## src/rtl/keccak_padder_pkg.sv

```systemverilog
// Shared constants and types for the Keccak message padder.
//   IN_BUF_SIZE  width of one message / buffer word in bits
//   RATE_BITS    Keccak rate (one absorbed block) in bits
//   RATE_BYTES   rate in bytes
//   PAD_FIRST    first byte of pad10*1 padding
//   PAD_LAST     bit ORed into the last byte of the rate
//   pad_state_t  padder FSM states
package keccak_padder_pkg;

    localparam int         IN_BUF_SIZE = 64;
    localparam int         RATE_BITS   = 1024;
    localparam int         RATE_BYTES  = RATE_BITS / 8;
    localparam logic [7:0] PAD_FIRST   = 8'h01;
    localparam logic [7:0] PAD_LAST    = 8'h80;

    typedef enum logic [2:0] {
        S_DATA,
        S_PADW,
        S_FILL,
        S_LAST,
        S_OUT
    } pad_state_t;

endpackage

```

## src/rtl/keccak_pad_merge.sv

```systemverilog
// Combinational pad merge for one word.
//   word      in   WIDTH  source word (message data, or zero for pad words)
//   b         in   BCW    number of message bytes kept when first_en is set
//   first_en  in   1      zero bytes above b and place PAD_FIRST at byte b
//   last_en   in   1      OR PAD_LAST into the top byte (last byte of the rate)
//   padded    out  WIDTH  resulting word
module keccak_pad_merge
    import keccak_padder_pkg::*;
#(
    parameter  int WIDTH = IN_BUF_SIZE,
    localparam int NB    = WIDTH / 8,
    localparam int BCW   = $clog2(NB) + 1
) (
    input  logic [WIDTH-1:0] word,
    input  logic [BCW-1:0]   b,
    input  logic             first_en,
    input  logic             last_en,
    output logic [WIDTH-1:0] padded
);

    always_comb begin
        padded = word;
        for (int k = 0; k < NB; k++) begin
            if (first_en) begin
                if (BCW'(k) == b) begin
                    padded[8*k +: 8] = PAD_FIRST;
                end else if (BCW'(k) > b) begin
                    padded[8*k +: 8] = 8'h00;
                end
            end
        end
        // Applied after the first-byte step so b==NB-1 yields 0x81.
        if (last_en) begin
            padded[WIDTH-1 -: 8] = padded[WIDTH-1 -: 8] | PAD_LAST;
        end
    end

endmodule

```

## src/rtl/keccak_padder.sv

```systemverilog
// Message-side feeder for keccak_buffer with pad10*1 padding.
//   Clock, Reset_n           clock and synchronous active-low reset
//   In_data/In_valid/In_last message words (little-endian bytes), In_bytes on last
//   In_ready                 word accepted when In_valid & In_ready
//   Din_buffer_in(_valid)    registered padded words, one-cycle strobe each
//   Din_buffer_full, Ready   block handshake with keccak_buffer / permutation
//   Last_block               final block of the message sits in the buffer
//   Dout_buffer_out_valid    digest stream; a new message waits for it to drain
//
// state  | meaning
// S_DATA | passing message words; last word gets padded in place
// S_PADW | message filled its last word exactly; a 0x01 pad word is owed
// S_FILL | emitting zero words up to the end of the block
// S_LAST | final block written, waiting for the permutation to take it
// S_OUT  | waiting for the digest stream to rise and fall
module keccak_padder #(
    parameter  int IN_BUF_SIZE = keccak_padder_pkg::IN_BUF_SIZE,
    parameter  int RATE_BITS   = keccak_padder_pkg::RATE_BITS,
    localparam int BCW         = $clog2(IN_BUF_SIZE / 8) + 1
) (
    input  logic                   Clock,
    input  logic                   Reset_n,
    input  logic [IN_BUF_SIZE-1:0] In_data,
    input  logic                   In_valid,
    input  logic                   In_last,
    input  logic [BCW-1:0]         In_bytes,
    output logic                   In_ready,
    output logic [IN_BUF_SIZE-1:0] Din_buffer_in,
    output logic                   Din_buffer_in_valid,
    input  logic                   Din_buffer_full,
    input  logic                   Ready,
    output logic                   Last_block,
    input  logic                   Dout_buffer_out_valid
);
    import keccak_padder_pkg::*;

    localparam int N   = IN_BUF_SIZE / 8;
    localparam int W   = RATE_BITS / IN_BUF_SIZE;
    localparam int WCW = (W > 1) ? $clog2(W) : 1;

    pad_state_t             state;
    pad_state_t             next_after;
    logic [WCW-1:0]         word_cnt;
    logic                   blk_wait;
    logic                   seen_dout;
    logic [BCW-1:0]         b_clamp;
    logic                   at_last_word;
    logic                   emit;
    logic [IN_BUF_SIZE-1:0] m_word;
    logic [BCW-1:0]         m_b;
    logic                   m_first;
    logic                   m_last;
    logic [IN_BUF_SIZE-1:0] padded;

    assign In_ready     = (state == S_DATA) & ~blk_wait & Reset_n;
    assign b_clamp      = (In_bytes > BCW'(N)) ? BCW'(N) : In_bytes;
    assign at_last_word = (word_cnt == WCW'(W - 1));

    always_comb begin
        emit       = 1'b0;
        m_word     = '0;
        m_b        = '0;
        m_first    = 1'b0;
        m_last     = 1'b0;
        next_after = state;
        case (state)
            S_DATA: begin
                emit   = In_valid & In_ready;
                m_word = In_data;
                if (In_last) begin
                    m_b = b_clamp;
                    if (b_clamp < BCW'(N)) begin
                        m_first    = 1'b1;
                        m_last     = at_last_word;
                        next_after = at_last_word ? S_LAST : S_FILL;
                    end else begin
                        // Full last word: padding still owed in a following word.
                        next_after = S_PADW;
                    end
                end
            end
            S_PADW: begin
                emit       = ~blk_wait;
                m_first    = 1'b1;
                m_last     = at_last_word;
                next_after = at_last_word ? S_LAST : S_FILL;
            end
            S_FILL: begin
                emit       = ~blk_wait;
                m_last     = at_last_word;
                next_after = at_last_word ? S_LAST : S_FILL;
            end
            default: ;
        endcase
    end

    keccak_pad_merge #(.WIDTH(IN_BUF_SIZE)) u_merge (
        .word     (m_word),
        .b        (m_b),
        .first_en (m_first),
        .last_en  (m_last),
        .padded   (padded)
    );

    always_ff @(posedge Clock) begin
        if (!Reset_n) begin
            state               <= S_DATA;
            word_cnt            <= '0;
            blk_wait            <= 1'b0;
            seen_dout           <= 1'b0;
            Din_buffer_in       <= '0;
            Din_buffer_in_valid <= 1'b0;
            Last_block          <= 1'b0;
        end else begin
            Din_buffer_in_valid <= 1'b0;
            if (emit) begin
                Din_buffer_in       <= padded;
                Din_buffer_in_valid <= 1'b1;
                state               <= next_after;
                if (at_last_word) begin
                    word_cnt <= '0;
                    blk_wait <= 1'b1;
                end else begin
                    word_cnt <= word_cnt + WCW'(1);
                end
            end else if (blk_wait && Din_buffer_full && Ready) begin
                blk_wait <= 1'b0;
            end

            // emit is never set in S_LAST/S_OUT, so these updates don't collide.
            case (state)
                S_LAST: begin
                    if (Din_buffer_full && Ready) begin
                        Last_block <= 1'b0;
                        seen_dout  <= 1'b0;
                        state      <= S_OUT;
                    end else begin
                        Last_block <= 1'b1;
                    end
                end
                S_OUT: begin
                    if (Dout_buffer_out_valid) begin
                        seen_dout <= 1'b1;
                    end else if (seen_dout) begin
                        seen_dout <= 1'b0;
                        state     <= S_DATA;
                    end
                end
                default: ;
            endcase
        end
    end

endmodule

```

## config.mk

```make
export PLATFORM = sky130hd
export DESIGN_NAME = keccak_padder
export DESIGN_NICKNAME = d
export VERILOG_FILES = /design/src/rtl/keccak_padder_pkg.sv /design/src/rtl/keccak_pad_merge.sv /design/src/rtl/keccak_padder.sv
export SDC_FILE = /design/constraint.sdc
export NUM_CORES = 1
export LEC_CHECK = 0
export ABC_AREA = 0
export CORE_ASPECT_RATIO = 0.9
export CORE_MARGIN = 1.5
export CORE_UTILIZATION = 41
export CTS_BUF_LIST = sky130_fd_sc_hd__clkbuf_4 sky130_fd_sc_hd__clkbuf_8
export CTS_CLUSTER_DIAMETER = 60
export DETAILED_ROUTE_END_ITERATION = 10
export MAX_ROUTING_LAYER = met4
export PLACE_DENSITY = 0.79
export SYNTH_ARGS = -nofsm -noshare
export SYNTH_HDL_FRONTEND = slang
export SYNTH_SLANG_ARGS = --single-unit
```

## constraint.sdc

```tcl
create_clock -name Clock -period 1.85 [get_ports Clock]
set_input_delay 0.37 -clock Clock [delete_from_list [all_inputs] [get_ports Clock]]
set_output_delay 0.37 -clock Clock [all_outputs]
set_load 0.02 [all_outputs]
```

Yosys cells after proc, flatten, opt, wreduce, memory -nomap -nowiden --
Index checks and enable logic that the tools add are counted.
Word-level totals: flip-flop bits (word level) 75, bits in latches 0, RAM bits 0, bits in read-only memories 0, input port bits 75, output and inout bits 67, logic and storage cells 100, memories kept 0
Cells by class: add/sub/neg operators 1, multiply operators 0, divide/modulo/power cells 0, order comparisons 10, eq/ne operators 14, shift operators 0, muxes and demuxes 54, bitwise logic cells 4, reductions and logical operators 10
Operator list (number):
- 8-bit two-way mux | 25
- 64-bit two-way mux | 1
- 3-bit by 4-bit == test with 1-bit output, first input constant | 4
- 3-bit by 4-bit > comparator with 1-bit output, first input constant | 4
- 4-bit two-way mux | 4
- 3-bit two-way mux | 5
- 1-bit two-way mux | 12
- 3-bit case mux with 2 select lines | 2
- 2-bit by 4-bit == test with 1-bit output, first input constant | 2
- 1-bit by 4-bit > comparator with 1-bit output, first input constant | 2
- 2-bit by 4-bit > comparator with 1-bit output, first input constant | 2
- 1-bit case mux with 2 select lines | 4
- 3-bit by 2-bit == test with 1-bit output, second input constant | 2
- 4-bit by 1-bit adder with 4-bit output, second input constant | 1
- 1-bit by 4-bit == test with 1-bit output, first input constant | 1
- 4-bit == test, second input constant | 1
- 4-bit > comparator, second input constant | 1
- 4-bit zero test | 1
- 4-bit less-than comparator, second input constant | 1
- 2-bit != test, second input constant | 2
- 2-bit AND reduction | 2
- 2-bit nonzero test | 2
- 1-bit bitwise AND | 3
- 3-bit by 1-bit == test with 1-bit output, second input constant | 1
- other kinds (6) | 8

Logic depth before layout (Yosys ltp) --
Gate-level depths: netlist of the first run.
depth in word-level cells 10, depth in mapped cells 7, gate-level depth less buffers 5

Cells and area by module --
A second synthesis of the first run with hierarchy kept.
Unflattened totals: cells, all modules 514, area total of the unflattened synthesis 4002.6 um2
By module, submodules not included:
- keccak_padder | instances 1, cells an instance 425, area an instance 3393.3 um2, sequential area each 1501.4 um2
- keccak_pad_merge | instances 1, cells an instance 89, area an instance 609.3 um2, sequential area each 0.0 um2

Worst setup path before layout of the first run --
Ideal clock, no wire load.
kind register to output, start reg state[1], end out In_ready, arrival time 1399 ps, data required time 1480 ps, slack 81 ps, cell stages (with the launch flop) 5, path buffers 2, cell sequence dfxtp_1 > buf_6 > or3_1 > buf_6 > nor3_1
On the way: cells in the longest elaborated chain, start to end 3
RTL lines:
- from (decl) | RTL line keccak_padder.sv:41 | pad_state_t state;
- from (signal assigned) | RTL line keccak_padder.sv:119 | state <= next_after;
- 3-bit zero test | RTL line keccak_padder.sv:55 | assign In_ready = (state == S_DATA) & ~blk_wait & Reset_n;
- 1-bit bitwise AND (2 in series) | RTL line keccak_padder.sv:55
- to (decl) | RTL line keccak_padder.sv:27 | output logic In_ready,
No other way between the ends.

Worst setup path after layout of the first run --
start reg state[2], end out In_ready
The elaborated chain is that of the path after synthesis.

==> reports/qor.yml, run 1 <==
grt_max_degree: 41
yosys.area_share.adder_pct: 0.440
ioPinCount: 142
die_area_mm2: 0.00745
setup_ws_ps: 85.6
run_status: "finished clean"
finalHoldWorstSlack_ps: 460
crit_path_start: "state[2]"
grt_pass1_wl_um: 12600
synthArstFlopShare_pct: 0
wl_per_cell_um: 15.1
cts_made_buffers: 9
drc: 0
hold_start: "Din_buffer_in[48]"
drv_cap: 0
synthXorXnorAreaFrac_pct: 0.308
finalCriticalPeriod_ps: 1760
final_nets: 510
fin_skew_ps: 8.16
reg2reg_slack_ps: 140
syn_avg_cell_area_um2: 10.7
endpoint_kind: "output pin"
crit_path_start_kind: "register"
hpwl_um: 6120
power_mw: 4.24
peakVddDrop_v: 0.000612
antenna_left: 0
n_fill_cell: 501
leakage_nw: 1.87
via_per_inst: 5.15
finalHoldViolCount: 0
hold_path.class: "reg -> reg"
rsz0062_at_grt: "false"
synth_top_family_by_area: "compound AO/OA/AOI/OAI gates"
num_vias: 2722
gpl.final_weighted_congestion: 0.873
critPathKind: "reg -> out"
std_cell_rows: 28
port_buffers: 141
antennaDiodeCount: 0
dp_worst_setup_slack_ps: -230
dr.pass1.iters: 4
grt_pass1_vias: 2553
die_x_um: 90.8
drive_gt1_share_pct: 14.8
r2r_start: "state[1]"
start_util_pct: 42.8
drtIter0Drc: 119
worstPathArrival_ps: 1390
synthFlopType: "dfxtp_1"
synthMuxAreaShare_pct: 0.703
syn_to_final_growth_pct: 65.8
ys_ff_latch: 75
worstMarginPinSlew_ps: 529
tns_ps: 0
postSynthCellCount: 265
h-tree-depth: 3
yosys.area_share.simple_pct: 12.5
setup_viol: 0
ctsRootBufferMaster: "clkbuf_8"
slew_violations: 0
synth.cell_area_mm2: 0.00285
track_usage_pct: 21.8
ys_seq_area_share_pct: 52.7
path_max_fanout: 2
cts.path.max_buffers: 2
tritoncts: "yes"
synth_compound_area_share_pct: 28.4
grt-ovfl-total: 0
coreArea_mm2: 0.00666
clkSlewWorstSetupHoldPaths_ps: 80
synth_fp_nets: 341
synth_cell_types: 48
worstSkewPairLatency_ps: 340
cts_hold_buf: 0
die_y_um: 82.0
relSlewSlack_pct: 64.6
wl_um: 8010
p_per_area_mw_per_mm2: 898
fmaxAchievable_mhz: 567
cts.sinks: 75
min_period_over_period_pct: 95.4
yosysWarningCount: 0
crit_required_ps: 1480
grt_antenna_before_repair: 0
synth-edff-count: 0
==> routing by layer <==
layer | vias up | GRT usage [%] | share of wire, %
met5 | - | - | 0
met4 | 0 | 5.16 | 0.69
met3 | 5 | 5.00 | 6.4
met2 | 103 | 36.8 | 49
met1 | 1280 | 26.8 | 43
li1 | 1334 | - | -
==> power breakdown <==
part	internal (mW)	switching (mW)	leakage (nW)
sequential	1.76	0.0779	0.613
combinational	0.609	0.553	1.17
clock	0.656	0.587	0.0905
==> cells in the final DEF (no fill, tap or decap), drive strengths merged, types with 4 or more instances in the layout <==
cell type and count:
a21oi 18, a22o 50, a22oi 6, buf 35, clkbuf 10, clkdlybuf4s50 140, clkinvlp 4, dfxtp 75
nand2 12, nand3 8, nor2 21, nor3 4, o21ai 9
==> flip-flops by register name, summed over array words and instances, names as in the netlist <==
register / cells
word_cnt: 4
Last_block: 1
seen_dout: 1
Din_buffer_in: 64
blk_wait: 1
Din_buffer_in_valid: 1
state: 3
==> synthesized netlist by cell type, types with 4 or more instances <==
master    instances  area share [%]
a21oi_2           6             1.8
nand2_1          11             1.5
clkbuf_1          4            0.53
dfxtp_1          75              53
a21oi_1          12             2.1
buf_6             7             2.8
o21ai_0           9             1.6
a22o_1           50              15
nor2_1           20             2.6
a22oi_1           6             1.6
nand3_1           8             1.4
==> what timing repair did <==
action / in CTS / in global routing
pin swaps: 0 / 0
gates resized for setup: 5 / 1
setup endpoints to repair: 1 / 1
setup buffers: 0 / 0
==> kinds of logic after synthesis <==
logic type | after synthesis
AOI/OAI and AO/OA | 103
xor gates and xnor gates | 1
adders and majority gates | 1
buffers and inverters | 20
DFF | 75
muxes | 2
and+or+nand+nor | 63
==> path summary, 6_finish.rpt <==
kind	to	cells past startpoint
max reg2reg	Din_buffer_in[62]	5
max	In_ready	3
min reg2reg	Din_buffer_in[48]	2
min	Din_buffer_in[48]	2
==> final cells by class <==
class	instances	area, µm²	area share, %
clock buffer	10	138	2.92
clock inverter	6	65.1	1.38
inverter	3	11.3	0.239
multi-input combinational	170	1220	25.8
sequential	75	1500	31.8
tap	90	113	2.39
timing repair buffer	175	1670	35.5
==> through the flow <==
stage | utilization (%) | cells | cell area, µm²
floorplan | - | 265 | 2850
global placement | 67.9 | 513 | 4520
detailed placement | 67.9 | 513 | 4520
CTS | 70.8 | 529 | 4720
global route | 70.9 | 529 | 4720
finish | 70.9 | 529 | 4720
==> worst max-delay path, cell delays in order (launching register included) <==
cell and delay (ps):
dfxtp_1 310, or3_1 430, nor3_2 130, buf_2 180
No activity file was read; power rests on OpenSTA's default activity.
==> inputs of run 2 (changes only) <==
--- a/config.mk
+++ b/config.mk
@@ -17,3 +17,4 @@
 export SYNTH_ARGS = -nofsm -noshare
 export SYNTH_HDL_FRONTEND = slang
 export SYNTH_SLANG_ARGS = --single-unit
+export TNS_END_PERCENT = 50
==> results of run 2 <==
Final layout, timing and power as in run 1 (identical DEF).
==> inputs of run 3 (changes only) <==
--- a/config.mk
+++ b/config.mk
@@ -6,7 +6,6 @@
 export NUM_CORES = 1
 export LEC_CHECK = 0
 export ABC_AREA = 0
-export CORE_ASPECT_RATIO = 0.9
 export CORE_MARGIN = 1.5
 export CORE_UTILIZATION = 41
 export CTS_BUF_LIST = sky130_fd_sc_hd__clkbuf_4 sky130_fd_sc_hd__clkbuf_8
==> reports/qor.yml, run 3 (synthesis gave the netlist of run 1 again) <==
h-tree-depth: 3  # unchanged
antenna_left: 0  # unchanged
swShare_pct: 28.7  # about the same
worstPathArrival_ps: 1390  # about the same
intPower_mw: 2.91  # -3.6%
final_common_cell: "clkdlybuf4s50_1"
wl_per_cell_um: 15.1  # -0.29%
cts_made_buffers: 9  # unchanged
seqPwrFrac_pct: 44.9  # +1.6 points
cts.path.max_buffers: 2  # unchanged
p_switching_mw: 1.17  # -3.7%
hold_start: "Din_buffer_in[48]"
hold_path.class: "reg -> reg"
coreArea_mm2: 0.00676  # +1.5%
antennaDiodeCount: 0  # unchanged
leakage_nw: 1.90  # +1.4%
relSlewSlack_pct: 63.9  # -0.65 points
setup_viol: 0  # unchanged
r2r_start: "state[0]"
crit_path_start_kind: "register"
critPathTopFamily: "simple AND/OR/NAND/NOR gates"
pwr-share-comb_pct: 28.5  # +1.1 points
hpwl_um: 5850  # -4.3%
port_buffers: 141  # unchanged
timing.rr.end: "word_cnt[3]"
via_per_inst: 5.30  # +3.0%
die_x_um: 86.3  # -5.0%
gpl.final_weighted_congestion: 0.841  # -3.6%
slew_violations: 0  # unchanged
grt_pass1_wl_um: 12800  # +1.7%
worstMarginPinSlew_ps: 541  # +12.0 ps
largest_reg_flops: 64  # unchanged
p_per_area_mw_per_mm2: 866  # -3.6%
track_usage_pct: 22.1  # +0.33 points
final_cell_mix: "clkdlybuf4s50_1, dfxtp_1, a22o_1"
ioPinCount: 142  # unchanged
grt_antenna_before_repair: 0  # unchanged
crit_path_cell_trace: "or3_1 -> nor3_2 -> buf_4"
grt-ovfl-total: 0  # unchanged
final_nets: 514  # +0.78%
dr.pass1.iters: 4  # unchanged
min_period_over_period_pct: 95.0  # -0.34 points
cts_setup_buffers: 0  # unchanged
hold_path_depth: 2  # unchanged
drv_cap: 0  # unchanged
power_mw: 4.09  # -3.6%
top_register: "Din_buffer_in"
grt_max_degree: 31  # -24%
crit_required_ps: 1480  # about the same
num_vias: 2767  # +1.7%
run_status: "finished clean"
fmaxAchievable_mhz: 569  # +0.36%
finalCriticalPeriod_ps: 1760  # -6.25 ps
cts.sinks: 75  # unchanged
fin_skew_ps: 10.4  # +2.22 ps
drc: 0  # unchanged
drtIter0Drc: 73  # -39%
peakVddDrop_v: 0.000563  # -7.9%
cpPeakStageDelay_ps: 410  # -20 ps
finalHoldViolCount: 0  # unchanged
grt_pass1_vias: 2759  # +8.1%
die_y_um: 86.3  # +5.2%
path_max_fanout: 2  # unchanged
crit_buf_inv: 1  # unchanged
largestRegisters: "Din_buffer_in (64), word_cnt (4), state (3)"
reg2reg_slack_ps: 130  # about the same
rsz0062_at_grt: "false"
final_util_pct: 69.9  # -1.1 points
worstSkewPairLatency_ps: 340  # about the same
power_frac_clock_pct: 26.6  # -2.7 points
endpoint_kind: "output pin"
tritoncts: "yes"
ctsRootBufferMaster: "clkbuf_8"
syn_to_final_growth_pct: 65.8  # unchanged
hold_end: "Din_buffer_in[48]"
cp_slowest_cell: "or3_1"
drive_gt1_share_pct: 15.6  # +0.80 points
std_cell_rows: 30  # +7.1%
start_util_pct: 42.1  # -0.63 points
critPathKind: "reg -> out"
clkSlewWorstSetupHoldPaths_ps: 80  # about the same
reg2reg_depth: 5  # unchanged
wl_um: 7880  # -1.6%
die_area_mm2: 0.00745  # about the same
n_fill_cell: 506  # +1.0%
-- run 3: cell types whose count changed in the layout (fill, tap and decap cells not counted), sizes merged --
cell | before | now
clkbuf | 10 | 12
clkinvlp | 4 | 0
buf | 35 | 39
clkinv | 1 | 3
bufinv | 1 | 0
-- run 3: cell type report --
class                   instances  area (µm²)  share of cell area [%]
well taps                      80         100                    2.12
flip-flops and latches         75        1500                    31.8
inverters                       3        11.3                   0.239
clock buffers                  12         153                    3.23
repair buffers                179        1720                    36.4
clock inverters                 3        15.0                   0.318
multi-input cells             170        1220                    25.9
-- run 3: power by group through the flow --
stage                     clock network, mW  logic, mW  registers, mW
final                                  1.09       1.17           1.83
after global placement                    0       1.15           1.86
after CTS                              1.12       1.17           1.84
after detailed placement                  0       1.16           1.87
after global routing                   1.18       1.25           1.85
after floorplan                           0      0.417           2.02
-- run 3: worst register-to-register path, cell delays in order, from the launching register on --
cell and delay [ps]:
dfxtp_1 310, buf_4 170, a211oi_2 230, and2_1 500, a41oi_1 190, a211oi_1 240
-- run 3: worst max path at each step --
stage               depth (start not counted)  slack (ps)          end  startpoint
finish                                      3          90     In_ready    state[2]
global placement                            4        -260     In_ready     Reset_n
floorplan                                   4          80     In_ready    state[1]
detailed placement                          4        -250     In_ready     Reset_n
CTS                                         3          30     In_ready    state[2]
global route                                6          10  word_cnt[3]     Reset_n
-- run 3: per-stage QoR --
step	area [µm²]	setup TNS [ps]	hold WS, ps	instances	worst slack (ps)
3_5_place_dp	4550	-9530	449	507	-252
6_report	4720	0	466	522	91.9
4_1_cts	4710	0	466	522	35.0
3_3_place_gp	4550	-9150	445	507	-259
2_1_floorplan	2850	0	441	265	81.2
5_1_grt	4720	0	495	522	10.6
-- run 3: routing by layer --
layer	GRT usage [%]	part of all wire, %
met5	-	0
met4	9.24	1.9
met3	4.57	6.0
met2	34.4	46
met1	28.0	46
-- run 3: timing repair --
action / in CTS / in global routing
hold buffers: 0 / 0
gates resized for setup: 5 / 3
endpoints found under the setup margin: 1 / 2
